**config.mk**
```make
export PLATFORM = sky130hd
export DESIGN_NAME = ctrl_seq_unit
export DESIGN_NICKNAME = d
export VERILOG_FILES = /design/src/rtl/ctrl_seq_unit.sv
export SDC_FILE = /design/constraint.sdc
export NUM_CORES = 1
export LEC_CHECK = 0
export CAP_MARGIN = 5
export CORE_MARGIN = 1.5
export CORE_UTILIZATION = 40
export CTS_CLUSTER_SIZE = 30
export DETAILED_ROUTE_END_ITERATION = 10
export PLACE_DENSITY = 0.84
export SETUP_SLACK_MARGIN = 0.3
export SLEW_MARGIN = 10
export SYNTH_ARGS = -nofsm -noshare
export SYNTH_HDL_FRONTEND = slang
export SYNTH_SLANG_ARGS = --single-unit
```
**constraint.sdc**
```tcl
create_clock -name clock -period 4.4 [get_ports clock]
set_clock_uncertainty 0.15 [all_clocks]
set_input_delay 0.88 -clock clock [delete_from_list [all_inputs] [get_ports clock]]
set_output_delay 0.88 -clock clock [all_outputs]
set_load 0.01 [all_outputs]
```
**src/rtl/ctrl_seq_unit.sv**
```systemverilog
// Multi-cycle control sequencer for the accumulator CPU: fetch, decode, indirect, execute, halt.
// Optional SINGLE_STEP_EN adds a step input and a STEP_WAIT state between instructions.
module ctrl_seq_unit #(
  parameter int unsigned IR_W    = 8,
  parameter int unsigned OP_W    = 3,
  parameter int unsigned BSEL_W  = 3,
  parameter int unsigned SEL_AR  = 1,
  parameter int unsigned SEL_PC  = 2,
  parameter int unsigned SEL_AC  = 4,
  parameter int unsigned SEL_IR  = 5,
  parameter int unsigned SEL_MEM = 7
) (
  input  logic              clock,
  input  logic              reset,
`ifdef SINGLE_STEP_EN
  input  logic              step,
`endif
  input  logic [IR_W-1:0]   IR,
  input  logic              mem_ready,
  output logic              load_AR,
  output logic              load_PC,
  output logic              load_DR,
  output logic              load_AC,
  output logic              load_IR,
  output logic              load_TR,
  output logic              clear_AR,
  output logic              clear_PC,
  output logic              clear_DR,
  output logic              clear_AC,
  output logic              clear_TR,
  output logic              inc_AR,
  output logic              inc_PC,
  output logic              inc_DR,
  output logic              inc_AC,
  output logic              inc_TR,
  output logic              memory_read,
  output logic              memory_write,
  output logic [BSEL_W-1:0] bus_selectors,
  output logic              alu_enable,
  output logic [OP_W-1:0]   alu_mode,
  output logic              instr_done,
  output logic              halted,
  output logic [3:0]        state_dbg
);

  // state      | meaning
  // INIT       | clear AR/PC/DR/AC/TR after reset
  // FETCH0     | AR <- PC
  // FETCH1     | read instruction, IR <- mem, PC++ on mem_ready
  // DECODE     | latch opcode/ind, AR <- IR address, dispatch
  // INDIR      | read effective address, AR <- mem on mem_ready
  // JMP        | PC <- AR
  // STORE      | write AC to memory, done on mem_ready
  // OPERAND    | read operand, DR <- mem on mem_ready
  // EXEC       | ALU operates
  // WB         | AC <- ALU result
  // HALT       | stopped until reset
  // STEP_WAIT  | wait for step pulse (SINGLE_STEP_EN only)
  typedef enum logic [3:0] {
    S_INIT      = 4'd0,
    S_FETCH0    = 4'd1,
    S_FETCH1    = 4'd2,
    S_DECODE    = 4'd3,
    S_INDIR     = 4'd4,
    S_JMP       = 4'd5,
    S_STORE     = 4'd6,
    S_OPERAND   = 4'd7,
    S_EXEC      = 4'd8,
    S_WB        = 4'd9,
    S_HALT      = 4'd10
`ifdef SINGLE_STEP_EN
    ,S_STEP_WAIT = 4'd11
`endif
  } state_t;

`ifdef SINGLE_STEP_EN
  localparam state_t S_RET = S_STEP_WAIT;
`else
  localparam state_t S_RET = S_FETCH0;
`endif

  localparam logic [2:0] OP_STORE = 3'd5;
  localparam logic [2:0] OP_JUMP  = 3'd6;
  localparam logic [2:0] OP_HALT  = 3'd7;

  state_t          state_q;
  logic [OP_W-1:0] op_q;
  logic            ind_q;

  logic [OP_W-1:0] ir_op;
  logic            ir_ind;

  assign ir_op  = IR[IR_W-2 -: OP_W];
  assign ir_ind = IR[IR_W-1];

  // ind_q is kept for debug visibility; dispatch uses the live IR bit in DECODE.
  logic unused_bits;
  assign unused_bits = ^{ind_q, IR};

  function automatic state_t dispatch(input logic [2:0] op3);
    case (op3)
      OP_JUMP:  return S_JMP;
      OP_STORE: return S_STORE;
      default:  return S_OPERAND;
    endcase
  endfunction

  always_ff @(posedge clock or posedge reset) begin
    if (reset) begin
      state_q <= S_INIT;
      op_q    <= '0;
      ind_q   <= 1'b0;
    end else begin
      case (state_q)
        S_INIT:   state_q <= S_FETCH0;
        S_FETCH0: state_q <= S_FETCH1;
        S_FETCH1: if (mem_ready) state_q <= S_DECODE;
        S_DECODE: begin
          op_q  <= ir_op;
          ind_q <= ir_ind;
          if (ir_op[2:0] == OP_HALT)
            state_q <= S_HALT;
          else if (ir_ind)
            state_q <= S_INDIR;
          else
            state_q <= dispatch(ir_op[2:0]);
        end
        S_INDIR:   if (mem_ready) state_q <= dispatch(op_q[2:0]);
        S_JMP:     state_q <= S_RET;
        S_STORE:   if (mem_ready) state_q <= S_RET;
        S_OPERAND: if (mem_ready) state_q <= S_EXEC;
        S_EXEC:    state_q <= S_WB;
        S_WB:      state_q <= S_RET;
        S_HALT:    state_q <= S_HALT;
`ifdef SINGLE_STEP_EN
        S_STEP_WAIT: if (step) state_q <= S_FETCH0;
`endif
        default:   state_q <= S_INIT;
      endcase
    end
  end

  assign load_TR   = 1'b0;
  assign inc_AR    = 1'b0;
  assign inc_DR    = 1'b0;
  assign inc_AC    = 1'b0;
  assign inc_TR    = 1'b0;
  assign state_dbg = state_q;

  // Decode is gated by reset so the strobes drop the moment reset asserts,
  // including the INIT clears, which only fire in the cycle after release.
  always_comb begin
    load_AR       = 1'b0;
    load_PC       = 1'b0;
    load_DR       = 1'b0;
    load_AC       = 1'b0;
    load_IR       = 1'b0;
    clear_AR      = 1'b0;
    clear_PC      = 1'b0;
    clear_DR      = 1'b0;
    clear_AC      = 1'b0;
    clear_TR      = 1'b0;
    inc_PC        = 1'b0;
    memory_read   = 1'b0;
    memory_write  = 1'b0;
    bus_selectors = BSEL_W'(SEL_MEM);
    alu_enable    = 1'b0;
    alu_mode      = '0;
    instr_done    = 1'b0;
    halted        = 1'b0;
    if (!reset) begin
      case (state_q)
        S_INIT: begin
          clear_AR = 1'b1;
          clear_PC = 1'b1;
          clear_DR = 1'b1;
          clear_AC = 1'b1;
          clear_TR = 1'b1;
        end
        S_FETCH0: begin
          bus_selectors = BSEL_W'(SEL_PC);
          load_AR       = 1'b1;
        end
        S_FETCH1: begin
          memory_read = 1'b1;
          load_IR     = mem_ready;
          inc_PC      = mem_ready;
        end
        S_DECODE: begin
          bus_selectors = BSEL_W'(SEL_IR);
          load_AR       = 1'b1;
        end
        S_INDIR: begin
          memory_read = 1'b1;
          load_AR     = mem_ready;
        end
        S_JMP: begin
          bus_selectors = BSEL_W'(SEL_AR);
          load_PC       = 1'b1;
          instr_done    = 1'b1;
        end
        S_STORE: begin
          memory_write  = 1'b1;
          bus_selectors = BSEL_W'(SEL_AC);
          instr_done    = mem_ready;
        end
        S_OPERAND: begin
          memory_read = 1'b1;
          load_DR     = mem_ready;
        end
        S_EXEC: begin
          alu_enable = 1'b1;
          alu_mode   = op_q;
        end
        S_WB: begin
          alu_enable = 1'b1;
          alu_mode   = op_q;
          load_AC    = 1'b1;
          instr_done = 1'b1;
        end
        S_HALT:  halted = 1'b1;
        default: ;
      endcase
    end
  end

endmodule

```
==> results of run 1 <==
[area by class of cell]
cell class              instances  area share (%)
multi-input cells              75            44.4
well taps                      25            3.06
repair buffers                 32            31.3
clock buffers                   4            2.57
flip-flops and latches          7            17.1
inverters                       4            1.47
[cells by family after synthesis]
logic type      Yosys count  synth area share [%]
compound gates           20                  17.0
mux                       4                  7.33
buf+inv                  20                  18.2
flops                     7                  23.3
simple gates             46                  33.7
other cells               1                 0.500
[routing by layer]
layer	vias to the layer above	share of wire, %
met1	373	41
li1	374	-
met2	39	50
met3	2	7.7
met4	0	0.66
met5	-	0
[worst reg2reg max path, stage by stage (launching register included)]
cell	delay (ns)
dfrtp_1	0.56
nor2_1	0.26
and3_4	0.25
mux2_4	0.30
[state kept, by name, summed over array words and instances, names as in the netlist]
signal,flops
op_q,3
state_dbg,4
[Yosys cell counts]
cell	instances
buf_4	12
nor2_1	8
dfrtp_1	7
nand2_1	7
nor3_1	7
a21oi_1	5
nand3_1	5
nor2b_1	5
and2_1	4
inv_1	4
o21ai_0	4
mux2_4	3
nand2b_1	3
o22ai_1	3
a31oi_1	2
and3_1	2
buf_6	2
o22a_1	2
a21boi_0	1
a21o_1	1
a311o_1	1
a32oi_1	1
and3_4	1
and4bb_2	1
buf_2	1
clkbuf_1	1
conb_1	1
mux2i_1	1
nand3b_1	1
nor3_2	1
nor3b_1	1
[through the flow]
| stage | cells | cell area [µm²] | total power, mW |
|---|---|---|---|
| floorplan | 102 | 766 | 0.477 |
| global placement | 143 | 996 | 0.588 |
| detailed placement | 143 | 996 | 0.602 |
| CTS | 147 | 1020 | 0.662 |
| global route | 147 | 1020 | 0.713 |
| finish | 147 | 1020 | 0.659 |
[placed cells by master (no fill, tap or decap), types with 2 or more instances in the layout]
master / Yosys / layout
a21oi_1: 5 / 5
nand2_1: 7 / 7
nand3_1: 5 / 5
inv_1: 4 / 4
and3_1: 2 / 2
o22a_1: 2 / 2
nor3_1: 7 / 7
o22ai_1: 3 / 3
nor2_1: 8 / 8
conb_1: 1 / 5
mux2_4: 3 / 3
dfrtp_1: 7 / 7
and2_1: 4 / 4
clkbuf_4: 0 / 3
o21ai_0: 4 / 4
clkdlybuf4s50_1: 0 / 32
nand2b_1: 3 / 3
nor2b_1: 5 / 5
a31oi_1: 2 / 2
[final timing paths]
path,start,end,slack (ns),depth (start not counted)
max,reset,clear_AC,0.67,4
min,op_q[1],op_q[1],0.41,1
max reg2reg,state_dbg[2],op_q[0],2.77,3
min reg2reg,op_q[1],op_q[1],0.41,1
max in group asynchronous,reset,state_dbg[2],2.82,2
min in group asynchronous,reset,state_dbg[0],1.04,2
[power by group]
group	switching [mW]	total (mW)	internal, mW
sequential	0.0866	0.184	0.0970
clock	0.0232	0.0578	0.0346
combinational	0.182	0.418	0.236
total	0.292	0.659	0.367
==> impl_results.md, run 1 <==
- Clk_lat worst skew: 0.25 ns
- Post-CTS Resized: 0
- CP Cell Sequence: clkdlybuf4s50_1 > inv_1 > and3_1 > clkdlybuf4s50_1
- Most frequent CP cell: clkdlybuf4s50_1
- RePlAce Congestion: 0.811
- CTS Sinks: 7
- H-Tree Depth: 1
- Nets: 134
- Grt met3 use: 7.84%
- DIE WIDTH: 46.3 µm
- Syn avg cell area: 7.66 µm²
- Biggest cell delay along the critical path: 0.61 ns
- Rows: 15
- Vias in the first global route: 679
- Core Area: 1750 µm²
- CP bufs+invs: 3
- Full die area: 2150 µm²
- Hold slack: 0.406 ns
- Area contributors post-synth: dfrtp_1 23%, buf_4 12%, mux2_4 6.0%
- Synth unique cells: 31
- Post-synth top area share: 23.3%
- Synthesis warning total: 0
- Slowest CP cell: clkdlybuf4s50_1
- Seq/Total Area, Yosys: 23.3%
- Final Slew Violations: 0
- Largest net degree at the start of global routing: 20
- Final Cycle Share: 84.8%
- GR peak layer: met2
- Top delay family on crit path: buffers and inverters
- Worst VDD drop: 0.000366 V
- Area leader, netlist: dfrtp_1
- Pwr/cell area: 645 nW/µm²
- Crit Path Max Fanout: 11
- Initial antenna violation count: 0
- Least-Margin Pin Slew: 0.556 ns
- Number of CTS-inserted buffers: 3
- Diode count: 0
- GR Util All Layers: 19.1%
- Final-report hold violation count: 0
- CTS Buffer Depth: 2
- Outcome: completed
- Vias post-DR: 788
- Drt via density: 5.36
- Critical Path Start Type: input port
- DRT Wirelength: 1.83 mm
- Flops & latches, synth: 7
- HPWL after DPL: 1.41 mm
- CTS Hold Bufs: 0
- M2 GR Usage: 30.6%
- TritonRoute pass-1 iters: 4
- Starting DRT DRC Count: 16
- Max Fclk: 268 MHz
- Root Buffer: clkbuf_4
- Drt drc: 0
- Leakage power: 0.413 nW
- Crit. End Element: output pin
- Mapped Area: 751 µm²
- Congestion Overflow GR: 0
- Fillcell total: 179
- First-pass GRT wire length: 2.90 mm
- DR WL/cell: 12.4 µm
- Input/output buffers: 32
- CTS tree: yes
- Total negative slack: 0 ns
- Fin crit period: 3.73 ns
- RSZ-0062 raised after global routing: no
- Max-cap check violation count: 0
- Fraction of layout cells with a size suffix above 1: 7.38%
- Max_slew headroom: 62.9%
- Worst min-delay path class: flip-flop to flip-flop
- Post-CTS Setup Repair Bufs: 0
- Synthesis-to-layout area growth: 36.2%
- CP required: 3.37 ns
- Worst Path Arrival: 2.70 ns
- Met1 GRT Util: 23.2%
- # IOs: 42
- Worst setup margin: 0.669 ns
- ANT nets after route: 0
- Multi-input gate area: 454 µm²
- Starting Density: 43.0%
- Height of the die: 46.3 µm
- Setup Crit Path Kind: input port to output pin
- Cells after Synth: 98
- Pre-CTS WS: 0.678 ns
- # setup viols final: 0
- Clock transition at path regs: 0.05 ns
- Final Core Density: 58.6%
- Reg area: 175 µm²
(Power assumes the default switching activity.)
==> run 2: changes to the inputs <==
--- a/config.mk
+++ b/config.mk
@@ -7,10 +7,10 @@
 export LEC_CHECK = 0
 export CAP_MARGIN = 5
 export CORE_MARGIN = 1.5
-export CORE_UTILIZATION = 40
+export CORE_UTILIZATION = 34
 export CTS_CLUSTER_SIZE = 30
 export DETAILED_ROUTE_END_ITERATION = 10
-export PLACE_DENSITY = 0.84
+export PLACE_DENSITY = 0.76
 export SETUP_SLACK_MARGIN = 0.3
 export SLEW_MARGIN = 10
 export SYNTH_ARGS = -nofsm -noshare
==> constraint.sdc (replaced) <==
create_clock -name clock -period 3.3 [get_ports clock]
set_clock_uncertainty 0.15 [all_clocks]
set_input_delay 0.66 -clock clock [delete_from_list [all_inputs] [get_ports clock]]
set_output_delay 0.66 -clock clock [all_outputs]
set_load 0.01 [all_outputs]
==> run 2 against run 1 <==
Die area grew 16%; power grew 35%; clock-buffer cell count is the same; hold slack worse by 0.0094 ns; sequential share of layout area fell by 0.15 points; largest power group unchanged.
==> impl_results.md, run 2 (synthesis results as in run 1) <==
- DIE WIDTH: 50.0 µm (was 46.3 µm)
- Pwr/cell area: 858 nW/µm² (was 645 nW/µm²)
- Leakage power: 0.424 nW (was 0.413 nW)
- Height of the die: 50.0 µm (was 46.3 µm)
- Combinational Power Share: 65.3% (was 63.4%)
- Layout Cell Area excl Fill: 1040 µm² (was 1020 µm²)
- Internal power: 499 µW (was 367 µW)
- Slowest CP cell: clkdlybuf4s50_1 (unchanged)
- Critical Path Start Type: flip-flop (was input port)
- Starting Density: 37.1% (was 43.0%)
- Worst setup margin: 0.451 ns (was 0.669 ns)
- Most frequent cells in the layout: 30 x clkdlybuf4s50_1, 8 x nor2_1, 7 x nand2_1, 7 x nor3_1, 6 x dfrtp_1 (was 32 x clkdlybuf4s50_1, 8 x nor2_1, 7 x nand2_1, 7 x nor3_1, 7 x dfrtp_1)
- Fillcell total: 211 (was 179)
- Switching pwr: 392 µW (was 292 µW)
- Vias post-DR: 775 (was 788)
- Synthesis-to-layout area growth: 38.3% (was 36.2%)
- Nets: 136 (was 134)
- Full die area: 2500 µm² (was 2150 µm²)
- CTS tree: yes (unchanged)
- Rows: 16 (was 15)
- GR Util All Layers: 16.3% (was 19.1%)
- Final-report hold violation count: 0 (unchanged)
- Drt drc: 0 (unchanged)
- Worst VDD drop: 0.000482 V (was 0.000366 V)
- # setup viols final: 0 (unchanged)
- Congestion Overflow GR: 0 (unchanged)
- Pre-CTS WS: 0.197 ns (was 0.678 ns)
- First-pass GRT wire length: 3.14 mm (was 2.90 mm)
- Final Slew Violations: 0 (unchanged)
- Sequential share of power: 25.9% (was 27.9%)
- Starting DRT DRC Count: 19 (was 16)
- Number of CTS-inserted buffers: 3 (unchanged)
- Most common cell after layout, fill and taps aside: clkdlybuf4s50_1 (unchanged)
- DR WL/cell: 12.4 µm (about the same)
- # IOs: 42 (unchanged)
- Vias in the first global route: 698 (was 679)
- Worst min-delay path class: flip-flop to flip-flop (unchanged)
- ANT nets after route: 0 (unchanged)
- Top delay family on crit path: buffers and inverters (unchanged)
- Area after DPL: 1010 µm² (was 996 µm²)
- CP Cell Sequence: nand2b_1 > o21ai_0 > a21oi_1 > nor2_1 > clkdlybuf4s50_1 (was clkdlybuf4s50_1 > inv_1 > and3_1 > clkdlybuf4s50_1)
- Outcome: completed (unchanged)
- Max reg flops: 4 (unchanged)
- H-Tree Depth: 1 (unchanged)
- Initial antenna violation count: 0 (unchanged)
- Root Buffer: clkbuf_4 (unchanged)
- Switching share of total power: 44.0% (was 44.2%)
- CTS Hold Bufs: 0 (unchanged)
- Clock transition at path regs: 0.05 ns (about the same)
- RePlAce Congestion: 0.855 (was 0.811)
- Fin crit period: 2.85 ns
- TritonRoute pass-1 iters: 4 (unchanged)
- Biggest cell delay along the critical path: 0.55 ns (was 0.61 ns)
- CTS Sinks: 7 (unchanged)
- Final Core Density: 51.4% (was 58.6%)
- Clk_lat worst skew: 0.25 ns (about the same)
- Total negative slack: 0 ns (unchanged)
- Diode count: 0 (unchanged)
- RSZ-0062 raised after global routing: no (unchanged)
- CP required: 2.49 ns (was 3.37 ns)
- CTS Buffer Depth: 2 (unchanged)
- Crit. End Element: output pin (unchanged)
- DRT Wirelength: 1.88 mm (was 1.83 mm)
- Drt via density: 5.13 (was 5.36)
- Largest net degree at the start of global routing: 19 (was 20)
- HPWL after DPL: 1.41 mm (about the same)
- Setup Crit Path Kind: flip-flop to output pin (was input port to output pin)
- Max Fclk: 351 MHz
- Fraction of layout cells with a size suffix above 1: 9.68% (was 7.38%)
- Core Area: 2020 µm² (was 1750 µm²)
- Total power: 891 µW (was 659 µW)
- Input/output buffers: 32 (unchanged)
- CP bufs+invs: 1 (was 3)
- Clock power frac: 8.8% (about the same)
- Worst Path Arrival: 2.04 ns (was 2.70 ns)
- Crit Path Max Fanout: 14 (was 11)
- Max-cap check violation count: 0 (unchanged)
- Final Cycle Share: 86.3%
run 2: changes by cell type in the layout (fill, tap and decap cells not counted), sizes merged:
cell	before	now
buf	0	2
dlygate4sd2	0	2
clkdlybuf4s50	32	30
run 2: final cells by class:
class	instances	area, µm²	area share [%]
multi-input cells	75	454	43.7
repair buffers	34	333	32.0
well taps	27	33.8	3.25
clock buffers	4	26.3	2.53
inverters	4	15.0	1.45
flip-flops and latches	7	176	17.0
run 2: timing repair:
item,CTS,global route
setup endpoints to repair,12,2
setup buffers,0,0
hold endpoints to repair,0,0
pin swaps,0,0
gates resized for setup,2,1
run 2: metrics by stage:
stage / hold WS [ns] / std cells
2_1_floorplan: 0.352 / 102
3_3_place_gp: 0.386 / 147
3_5_place_dp: 0.389 / 147
4_1_cts: 0.400 / 151
5_1_grt: 0.432 / 151
6_report: 0.396 / 151
run 2: per-layer routing:
layer	track usage [%]	up-vias	routed length (µm)
li1	-	379	-
met1	20.2	357	793
met2	26.5	35	923
met3	5.45	4	141
met4	5.09	0	21
met5	0	-	0
run 2: power by group through the flow:
stage | combinational (mW) | clock [mW] | sequential, mW
floorplan | 0.457 | 0 | 0.178
global placement | 0.568 | 0 | 0.228
finish | 0.582 | 0.0785 | 0.231
global route | 0.642 | 0.0879 | 0.243
detailed placement | 0.579 | 0 | 0.231
CTS | 0.584 | 0.0822 | 0.229
run 2: worst paths after layout:
kind | to | cells after the start | startpoint | slack (ns)
setup reg to reg | state_dbg[0] | 5 | state_dbg[1] | 1.73
hold reg to reg | op_q[0] | 1 | op_q[0] | 0.40
hold / removal | op_q[0] | 1 | op_q[0] | 0.40
max in group asynchronous | state_dbg[2] | 3 | reset | 2.30
min in group asynchronous | state_dbg[0] | 3 | reset | 0.56
setup / recovery | instr_done | 5 | state_dbg[0] | 0.45
